## config.mk

```make
export PLATFORM = sky130hd
export DESIGN_NAME = serial_frame_rx
export DESIGN_NICKNAME = d
export VERILOG_FILES = /design/src/rtl/serial_frame_rx.sv
export SDC_FILE = /design/constraint.sdc
export NUM_CORES = 1
export LEC_CHECK = 0
export BUFFER_PORTS_ARGS = -buffer_cell sky130_fd_sc_hd__buf_4
export CORE_ASPECT_RATIO = 0.9
export CORE_MARGIN = 2
export CORE_UTILIZATION = 57
export DETAILED_ROUTE_END_ITERATION = 8
export PLACE_DENSITY = 0.84
export SLEW_MARGIN = 20
export SYNTH_ARGS = -nofsm -noshare
export SYNTH_HDL_FRONTEND = slang
export SYNTH_SLANG_ARGS = --single-unit
export TNS_END_PERCENT = 10
```

## constraint.sdc

```tcl
create_clock -name clk -period 2.49 [get_ports clk]
set_input_delay 0.498 -clock clk [delete_from_list [all_inputs] [get_ports clk]]
set_output_delay 0.498 -clock clk [all_outputs]
set_load 0.05 [all_outputs]
```

## src/rtl/serial_frame_rx.sv

```systemverilog
// serial_frame_rx: start/data/[parity]/stop frame receiver with a one-deep valid/ready output register.
// Optional parity bit and check compiled in with SERIAL_FRAME_RX_PARITY_EN.
module serial_frame_rx #(
  parameter int N = 8,
  parameter bit PARITY_ODD = 1'b0
) (
  input  logic         clk,
  input  logic         reset,
  input  logic         serial_in,
  input  logic         out_ready,
  output logic [N-1:0] out_data,
  output logic         out_valid,
  output logic         busy,
  output logic         frame_err,
  output logic         parity_err,
  output logic         overrun
);
  localparam int CW = $clog2(N);
`ifdef SERIAL_FRAME_RX_PARITY_EN
  typedef enum logic [1:0] {IDLE, DATA, PARITY, STOP} state_t;
`else
  typedef enum logic [1:0] {IDLE, DATA, STOP} state_t;
`endif
  state_t state, state_n;
  logic [CW-1:0] cnt;
  logic [N-1:0] shreg;
  logic last, par_ok, accept;
  assign last   = cnt == CW'(N - 1);
  assign busy   = state != IDLE;
  assign accept = out_valid && out_ready;
`ifdef SERIAL_FRAME_RX_PARITY_EN
  logic par_bit;
  assign par_ok = (^{shreg, par_bit}) == PARITY_ODD;
`else
  assign par_ok     = 1'b1;
  assign parity_err = 1'b0 & PARITY_ODD;
`endif
  always_ff @(posedge clk or posedge reset)
    if (reset) state <= IDLE;
    else       state <= state_n;
  always_comb begin
    state_n = state;
    case (state)
      IDLE:   state_n = serial_in ? DATA : IDLE;
`ifdef SERIAL_FRAME_RX_PARITY_EN
      DATA:   state_n = last ? PARITY : DATA;
      PARITY: state_n = STOP;
`else
      DATA:   state_n = last ? STOP : DATA;
`endif
      STOP:   state_n = IDLE;
      default: state_n = IDLE;
    endcase
  end
  always_ff @(posedge clk or posedge reset) begin
    if (reset) begin
      cnt       <= '0;
      shreg     <= '0;
      out_data  <= '0;
      out_valid <= 1'b0;
      frame_err <= 1'b0;
      overrun   <= 1'b0;
`ifdef SERIAL_FRAME_RX_PARITY_EN
      par_bit    <= 1'b0;
      parity_err <= 1'b0;
`endif
    end else begin
      frame_err <= 1'b0;
      overrun   <= 1'b0;
`ifdef SERIAL_FRAME_RX_PARITY_EN
      parity_err <= 1'b0;
`endif
      if (accept) out_valid <= 1'b0;
      case (state)
        IDLE: cnt <= '0;
        DATA: begin
          shreg <= {shreg[N-2:0], serial_in};
          cnt   <= cnt + 1'b1;
        end
`ifdef SERIAL_FRAME_RX_PARITY_EN
        PARITY: par_bit <= serial_in;
`endif
        STOP: begin
          // a bad stop bit masks any parity failure
          if (serial_in) frame_err <= 1'b1;
`ifdef SERIAL_FRAME_RX_PARITY_EN
          else if (!par_ok) parity_err <= 1'b1;
`endif
          else if (!out_valid || out_ready) begin
            out_data  <= shreg;
            out_valid <= 1'b1;
          end else overrun <= 1'b1;
        end
        default: ;
      endcase
    end
  end
`ifndef SERIAL_FRAME_RX_PARITY_EN
  logic unused_par;
  assign unused_par = par_ok;
`endif
endmodule

```

==> summary.md, run 1 <==
| Metric | Value |
|---|---|
| Fmax | 0.557 GHz |
| Post-synth top area share | 0.608 |
| Total wire length | 1430 um |
| Register Area | 601 um2 |
| Die width | 47.9 um |
| Post-Place Cell Area | 1100 um2 |
| Grt total ovfl | 0 |
| CTS Buf Count | 3 |
| Root buf cell | clkbuf_4 |
| Setup crit start kind | register |
| Fin crit share | 0.721 |
| Clk sinks | 24 |
| Setup CP Type | reg2out |
| Sequential power share | 0.469 |
| CTS tree | yes |
| Avg WL per Cell | 13.4 um |
| Worst Path Required | 1.99 ns |
| # fillers | 125 |
| YS warnings | 0 |
| Clock Power Share | 0.215 |
| Via count | 532 |
| Inserted Diodes | 0 |
| Synth top area cells | dfrtp_1, mux2_4, mux2_2, ha_1, nand2_1 |
| RSZ-0062 raised after global routing | no |
| Cell area after layout | 1150 um2 |
| Yosys reg bits | 24 |
| Setup Fix Bufs, Post-CTS | 0 |
| Final setup vio count | 0 |
| DP HPWL | 1050 um |
| Io pins | 17 |
| Area Overhead vs Synth | 16.6% |
| Full die area | 2080 um2 |
| Multi-input logic area | 348 um2 |
| Critical path arrival | 1.30 ns |
| Max stage delay on crit path | 0.49 ns |
| Syn nets | 74 |
| Synthesized cell area | 987 um2 |
| Status | completed |
| Relative slew slack | 0.439 |
| Largest delay share family, worst path | flip-flops |
| Post-place setup slack | 0.803 ns |
| Cell row count | 14 |
| H-tree Lvls | 1 |
| First-pass GRT wire length | 2280 um |
| Worst path bufs/invs | 1 |
| Clk buf depth | 2 |
| Die Span Y | 43.5 um |
| Starting Density | 0.600 |
| Post-CTS sizing | 0 |
| Core ar. | 1650 um2 |
| CP endpoint kind | output port |
| HP Class | in2async |
| Crit path time final | 1.80 ns |
| # DRC | 0 |
| TritonRoute pass-1 iters | 2 |
| Pin count of the biggest net entering global routing | 25 |
| Synth Instances | 68 |
| Fin. max-slew vios | 0 |
| Setup_tns | 0 ns |
| Gpl congestion | 0.696 |
| Antenna-violating nets left | 0 |
| Power per cell area | 1140 nW/um2 |
| Layout net count | 90 |
| CP max FO | 10 |
| Chain of cells forming the critical path | or2_2, buf_4 |
| All-Layer GR Usage | 0.161 |
| Syn Area/Cell | 14.5 um2 |
| Synth area leader | dfrtp_1 |
| Tightest Pin Transition | 0.841 ns |
| Clock latency at the later pin of the worst-skew pair | 0.32 ns |
| IO buf count | 15 |
| Max-Cap Viols | 0 |
| CP max-delay cell | dfrtp_1 |
| Final WS setup | 0.695 ns |
| Logic pwr share | 0.316 |
| Initial antenna violation count | 0 |
| Vias in the first global route | 517 |
| Post-synthesis sequential area ratio | 0.608 |
| DRT iter0 DRCs | 1 |
| Leakage | 0.601 nW |
| Worst-path clk slew | 0.13 ns |
| Internal power | 873 uW |
| P_sw | 436 uW |
| Layout cell share with drive strength beyond 1 | 0.446 |
| Final Skew | 0.00532 ns |
| Final Util | 0.699 |
| Hold Fails Final Rpt | 0 |
| Hold-fix buffers, CTS | 0 |
| Unique masters post-synth | 19 |
| Switching share of power | 0.333 |
| Avg Vias per Cell | 4.97 |
| Peak VDD IR | 0.635 mV |
## power groups by stage
| stage | Sequential (mW) | Clock, mW | Combinational, mW |
|---|---|---|---|
| finish | 0.614 | 0.282 | 0.413 |
| global route | 0.629 | 0.297 | 0.458 |
| CTS | 0.615 | 0.286 | 0.420 |
| detailed placement | 0.624 | 0 | 0.420 |
| global placement | 0.614 | 0 | 0.404 |
| floorplan | 0.678 | 0 | 0.258 |
## cells by family (layout without fill, tap and decap cells)
family,count (synthesis),after routing,share of synthesized area
DFF,24,24,0.608
buffers and inverters,6,21,0.0393
AOI/OAI and AO/OA,4,4,0.0228
other,1,1,0.00380
and+or+nand+nor,15,15,0.0874
adders and majority gates,2,2,0.0253
muxes,16,16,0.213
## state kept, by name, indices dropped and copies added, names as in the netlist
register   cells
overrun        1
out_data       8
out_valid      1
cnt            3
shreg          8
state          2
frame_err      1
## cell usage after synthesis, drive strengths merged
cell	count
a211oi	1
and3b	1
buf	4
conb	1
dfrtp	24
ha	2
inv	2
mux2	16
nand2	6
nand2b	3
nor2	3
o21ai	3
or2	1
or3b	1
## through the flow
step / total power [mW] / hold WS [ns] / instances
detailed placement: 1.04 / 0.489 / 103
finish: 1.31 / 0.333 / 107
floorplan: 0.936 / 0.455 / 68
global route: 1.38 / 0.401 / 107
CTS: 1.32 / 0.360 / 107
global placement: 1.02 / 0.470 / 103
## path summary, 6_finish.rpt
kind                                start          end  slack [ns]  cells after the start
worst max-delay path             state[1]         busy        0.69                      2
worst min-delay path                reset  out_data[6]        0.33                      2
worst max register to register   state[1]  out_data[1]        0.92                      3
worst min register to register     cnt[2]       cnt[2]        0.51                      2
max in group asynchronous           reset       cnt[2]        1.64                      2
min in group clk                serial_in     shreg[0]        0.42                      2
## worst register-to-register path, cell delays in order, from the launching register on
cell,delay [ns]
dfrtp_1,0.51
or3b_4,0.43
nand2b_4,0.22
mux2_4,0.32
## routing by layer
| layer | track usage | vias up | share of wire |
|---|---|---|---|
| met1 | 0.227 | 260 | 0.47 |
| met2 | 0.229 | 12 | 0.48 |
| met3 | 0.0375 | 2 | 0.031 |
| met4 | 0.0865 | 0 | 0.017 |
| li1 | - | 258 | - |
| met5 | 0 | - | 0 |
## final cells by class
class | instances | area share
Sequential cell | 24 | 0.522
Multi-Input combinational cell | 38 | 0.302
Timing Repair Buffer | 15 | 0.0978
Clock inverter | 1 | 0.0261
Tap cell | 24 | 0.0261
Clock buffer | 3 | 0.0196
Inverter | 2 | 0.00652
## placed cells by master (no fill, tap or decap), types with 2 or more instances in the layout
cell,netlist,final
o21ai_0,3,3
clkbuf_4,0,3
nand2b_1,2,2
ha_1,2,2
mux2_2,7,7
nand2_1,6,6
mux2_4,8,8
dfrtp_1,24,24
nor2_1,3,3
inv_1,2,2
buf_4,2,15
Note: power is estimated with default switching activity, not from simulation.
==> inputs of run 2 (changes only) <==
Settings changed: CORE_UTILIZATION 57 to 53, PLACE_DENSITY 0.84 to 0.79.
Clock period 2.49 ns to 1.84 ns, I/O delays scaled along.
==> run 2 against run 1 <==
  * Wire length is 3.4% lower
  * Sequential power is 35% higher
  * Non-clock buffer count is 1 higher
  * Die area is 6.9% higher
  * Clock power is 5% lower
  * Via count is 2.4% lower
  * Utilization is 3.4 points lower
  * Total power is 27% higher
  * Cell count is 0.93% higher
  * Flip-flop and latch count stayed put
  * Hold slack worse by 0.24 ns
  * Combinational power is 35% higher
  * Critical path type unchanged
  * Critical endpoint unchanged
  * Largest cell class unchanged
  * Largest power group unchanged
==> summary.md, run 2 (same netlist as run 1, synthesis figures left out) <==
| Metric | Value |
|---|---|
| Status | completed |
| Commonest non-fill, non-tap cell in the layout | dfrtp_1 |
| Met2 Wirelength | 605 um (-11%) |
| H-tree Lvls | 1 (unchanged) |
| Fmax | 0.604 GHz |
| Cell area after layout | 1140 um2 (-0.76%) |
| Worst-path clk slew | 0.12 ns (about the same) |
| Via count | 519 (-2.4%) |
| CTS Buf Count | 3 (unchanged) |
| Avg WL per Cell | 12.8 um (-4.3%) |
| Die Span Y | 44.9 um (+3.4%) |
| Setup CP Type | reg2out |
| Max-Cap Viols | 0 (unchanged) |
| Vias in the first global route | 481 (-7.0%) |
| Setup_tns | 0 ns (unchanged) |
| First-pass GRT wire length | 2290 um (+0.57%) |
| Clk sinks | 24 (unchanged) |
| All-Layer GR Usage | 0.142 (-0.0187) |
| CTS tree | yes |
| Root buf cell | clkbuf_4 |
| CP endpoint kind | output port |
| Layout Cells excl Fill | 108 (+0.93%) |
| Crit path time final | 1.66 ns |
| Final setup vio count | 0 (unchanged) |
| IO buf count | 15 (unchanged) |
| # DRC | 0 (unchanged) |
| Grt total ovfl | 0 (unchanged) |
| Power per cell area | 1450 nW/um2 (+27%) |
| Avg Vias per Cell | 4.81 (-3.3%) |
| Clock latency at the later pin of the worst-skew pair | 0.31 ns (about the same) |
| Core ar. | 1720 um2 (+4.3%) |
| Fin. max-slew vios | 0 (unchanged) |
| Post-Place Cell Area | 1110 um2 (+0.68%) |
| Post-CTS sizing | 0 (unchanged) |
| Register Area | 601 um2 (unchanged) |
| Final Util | 0.665 (-0.0336) |
| Met1 wire length | 701 um (+3.5%) |
| Most frequent cells in the layout | dfrtp_1, buf_4, mux2_4, mux2_2, nand2_1 |
| Pin count of the biggest net entering global routing | 25 (unchanged) |
| Clk buf depth | 2 (unchanged) |
| Worst Path Required | 1.47 ns (-0.52 ns) |
| Layout net count | 91 (+1.1%) |
| RSZ-0062 raised after global routing | no |
| Hold Fails Final Rpt | 0 (unchanged) |
| Top Metal Used | met4 |
| Die width | 49.5 um (+3.4%) |
| Area Overhead vs Synth | 15.7% |
| DRT iter0 DRCs | 2 (+1) |
| Leakage | 0.599 nW (-0.36%) |
| Fin crit share | 0.900 |
| DP HPWL | 1010 um (-4.4%) |
| Peak VDD IR | 0.668 mV (+5.2%) |
| Antenna-violating nets left | 0 (unchanged) |
| Placed cell count | 104 (+0.97%) |
| Full die area | 2220 um2 (+6.9%) |
| Gpl congestion | 0.712 (+2.4%) |
| Initial antenna violation count | 0 (unchanged) |
| Layout cell share with drive strength beyond 1 | 0.452 (+0.00660) |
| HP Class | in2async |
| Final Skew | 0.00218 ns (-0.00313 ns) |
| TritonRoute pass-1 iters | 5 (+3) |
| Critical path arrival | 1.29 ns (about the same) |
| CP max FO | 10 (unchanged) |
| Io pins | 17 (unchanged) |
| Cell row count | 14 (unchanged) |
| Routed wl met3 | 59 um (+34%) |
| Setup Fix Bufs, Post-CTS | 0 (unchanged) |
| Total wire length | 1380 um (-3.4%) |
| Hold-fix buffers, CTS | 0 (unchanged) |
| # fillers | 130 (+4.0%) |
| Starting Density | 0.575 (-0.0245) |
| Multi-input logic area | 348 um2 (unchanged) |
| Setup crit start kind | register |
| Inserted Diodes | 0 (unchanged) |
| Top Registers | out_data x8, shreg x8, cnt x3 |
-- run 2: stage by stage --
stage          total power, mW  setup slack [ns]  hold WS, ns
3_5_place_dp              1.41             0.274        0.432
4_1_cts                   1.67             0.174       0.0874
5_1_grt                   1.76             0.125        0.116
6_report                  1.66             0.183       0.0888
2_1_floorplan             1.27             0.344        0.383
3_3_place_gp              1.38             0.306        0.428
-- run 2: worst max-delay path, stage by stage, from the launching register on --
cell and delay, ns:
dfrtp_1 0.49, or2_2 0.30, buf_4 0.19
-- run 2: report_power, final --
part           switching, mW  internal, mW  leakage (nW)
Combinational          0.294         0.265         0.273
Clock                  0.148         0.121        0.0210
Sequential             0.130         0.699         0.305
Total                  0.571          1.08         0.599
-- run 2: final cells by class --
class,instances,share of cell area
sequential,24,0.526
multi-input combinational,38,0.304
timing repair buffer,16,0.105
clock buffer,4,0.0318
tap,24,0.0263
inverter,2,0.00657
-- run 2: final timing paths --
kind,slack (ns),from,end,cells after the start
min,0.09,reset,shreg[5],3
min reg2reg,0.51,cnt[1],cnt[1],2
min in group clk,0.31,serial_in,shreg[0],2
max,0.18,state[1],busy,2
max reg2reg,0.27,state[1],out_data[7],3
max in group asynchronous,1.53,reset,out_data[0],3
-- run 2: per-layer routing --
layer,track usage,vias to the layer above
li1,-,255
met4,0.0833,0
met1,0.208,246
met5,0,-
met3,0.0232,2
met2,0.205,16
==> inputs of run 3 (changes only) <==
==> constraint.sdc (replaced) <==
create_clock -name clk -period 1.84 [get_ports clk]
set_input_delay 0.276 -clock clk [delete_from_list [all_inputs] [get_ports clk]]
set_output_delay 0.276 -clock clk [all_outputs]
set_load 0.05 [all_outputs]
==> run 3 against run 2 <==
  * Critical path depth rose by 1
  * Via count fell by 0.39%
  * Largest power group unchanged
  * Setup slack improved by 0.097 ns
  * Final area fell by 1.2%
  * Global-route usage did not move
  * Highest routed layer unchanged
  * Critical endpoint is now out_data[1]
  * Hold slack got worse by 0.086 ns
==> summary.md, run 3 (same netlist as run 1, synthesis figures left out) <==
| Metric | Value |
|---|---|
| Power per cell area | 1420 nW/um2 (-1.9%) |
| Met1 wire length | 640 um (-8.7%) |
| Final Util | 0.657 (-0.00802) |
| Full die area | 2220 um2 (unchanged) |
| Antenna-violating nets left | 0 (unchanged) |
| CP endpoint kind | register |
| CTS Buf Count | 3 (unchanged) |
| Peak VDD IR | 0.894 mV (+34%) |
| H-tree Lvls | 1 (unchanged) |
| Top Registers | out_data x8, shreg x8, cnt x3 |
| WHS | 0.00236 ns (-0.0865 ns) |
| Top Metal Used | met4 |
| Hold-fix buffers, CTS | 0 (unchanged) |
| Vias in the first global route | 508 (+5.6%) |
| Setup_tns | 0 ns (unchanged) |
| All-Layer GR Usage | 0.142 (unchanged) |
| Clk buf depth | 2 (unchanged) |
| Inserted Diodes | 0 (unchanged) |
| Commonest non-fill, non-tap cell in the layout | dfrtp_1 |
| R2r setup slk | 0.28 ns (about the same) |
| Max-Cap Viols | 0 (unchanged) |
| Initial antenna violation count | 0 (unchanged) |
| IO buf count | 15 (unchanged) |
| Leakage | 0.592 nW (-1.2%) |
| Post-place setup slack | 0.302 ns (+0.0276 ns) |
| Setup crit start kind | register |
| Placed cell count | 104 (unchanged) |
| CTS tree | yes |
| Starting Density | 0.575 (unchanged) |
| Die width | 49.5 um (unchanged) |
| Io pins | 17 (unchanged) |
| Cell row count | 14 (unchanged) |
| Status | completed |
| Final WS setup | 0.281 ns (+0.0972 ns) |
| Root buf cell | clkbuf_4 |
| Routed wl met3 | 53 um (-10%) |
| Layout Cells excl Fill | 107 (-0.93%) |
| Worst R2R Start | state[1] |
| Worst-path clk slew | 0.11 ns (about the same) |
| Grt total ovfl | 0 (unchanged) |
| Pin count of the biggest net entering global routing | 25 (unchanged) |
| Post-Place Cell Area | 1110 um2 (unchanged) |
| HP Class | in2async |
| Final Skew | 0.00154 ns (-0.000644 ns) |
| Die Span Y | 44.9 um (unchanged) |
| Gpl congestion | 0.751 (+5.5%) |
| Crit path time final | 1.56 ns (-0.0972 ns) |
| Fin. max-slew vios | 0 (unchanged) |
| Clk sinks | 24 (unchanged) |
| Core ar. | 1720 um2 (unchanged) |
| Total wire length | 1350 um (-2.3%) |
| # DRC | 0 (unchanged) |
| Worst reg2reg path depth | 3 (unchanged) |
| Fin crit share | 0.847 (-0.0528) |
| First-pass GRT wire length | 2260 um (-1.5%) |
| Post-CTS sizing | 0 (unchanged) |
| RSZ-0062 raised after global routing | no |
| Final setup vio count | 0 (unchanged) |
| DP HPWL | 1020 um (+1.6%) |
| Fmax | 0.641 GHz (+6.2%) |
| Critical path arrival | 1.76 ns (+0.47 ns) |
| Most frequent cells in the layout | dfrtp_1, buf_4, mux2_4, mux2_2, nand2_1 |
| Reg-to-reg critical path endpoint | out_data[1] |
| Total power | 1.60 mW (-3.1%) |
| Area Overhead vs Synth | 14.3% |
| Avg WL per Cell | 12.6 um (-1.4%) |
| CP max FO | 10 (unchanged) |
| Layout net count | 91 (unchanged) |
| Cell area after layout | 1130 um2 (-1.2%) |
| Avg Vias per Cell | 4.83 (+0.55%) |
| Hold Fails Final Rpt | 0 (unchanged) |
| Clock latency at the later pin of the worst-skew pair | 0.30 ns (about the same) |
| Setup Fix Bufs, Post-CTS | 0 (unchanged) |
| Setup CP Type | reg2reg |
| Via count | 517 (-0.39%) |
| TritonRoute pass-1 iters | 3 (-2) |
| DRT iter0 DRCs | 5 (+3) |
| Worst Path Required | 2.04 ns (+0.57 ns) |
| Layout cell share with drive strength beyond 1 | 0.446 (-0.00660) |
| Met2 Wirelength | 641 um (+6.0%) |
-- run 3: cell types whose count changed in the layout (fill, tap and decap cells not counted), sizes merged --
cell	previous run	this run
clkbuf	4	3
-- run 3: metal layers --
metal | vias to the layer above | track usage
met5 | - | 0
met3 | 2 | 0.0298
li1 | 256 | -
met4 | 0 | 0.0667
met2 | 13 | 0.232
met1 | 246 | 0.188
-- run 3: power breakdown --
group / internal [mW] / switching (mW)
sequential: 0.699 / 0.126
combinational: 0.267 / 0.300
clock: 0.0763 / 0.136
total: 1.04 / 0.562
-- run 3: how the worst max path moves through the flow --
stage	start	to
6_report	state[1]	out_data[1]
5_1_grt	state[1]	out_data[1]
4_1_cts	state[0]	busy
3_5_place_dp	state[1]	out_data[1]
3_3_place_gp	state[1]	out_data[3]
2_1_floorplan	state[1]	out_data[0]
-- run 3: cell type report --
| type | instances | area [um2] |
|---|---|---|
| multi-input combinational | 38 | 348 |
| timing repair buffer | 16 | 120 |
| fill | 135 | 588 |
| inverter | 2 | 7.51 |
| sequential | 24 | 601 |
| clock buffer | 3 | 22.5 |
| tap | 24 | 30.0 |
-- run 3: critical path, stage by stage, from the launching register on --
cell and delay (ns):
dfrtp_1 0.50, or3b_4 0.43, nand2b_4 0.21, mux2_4 0.32
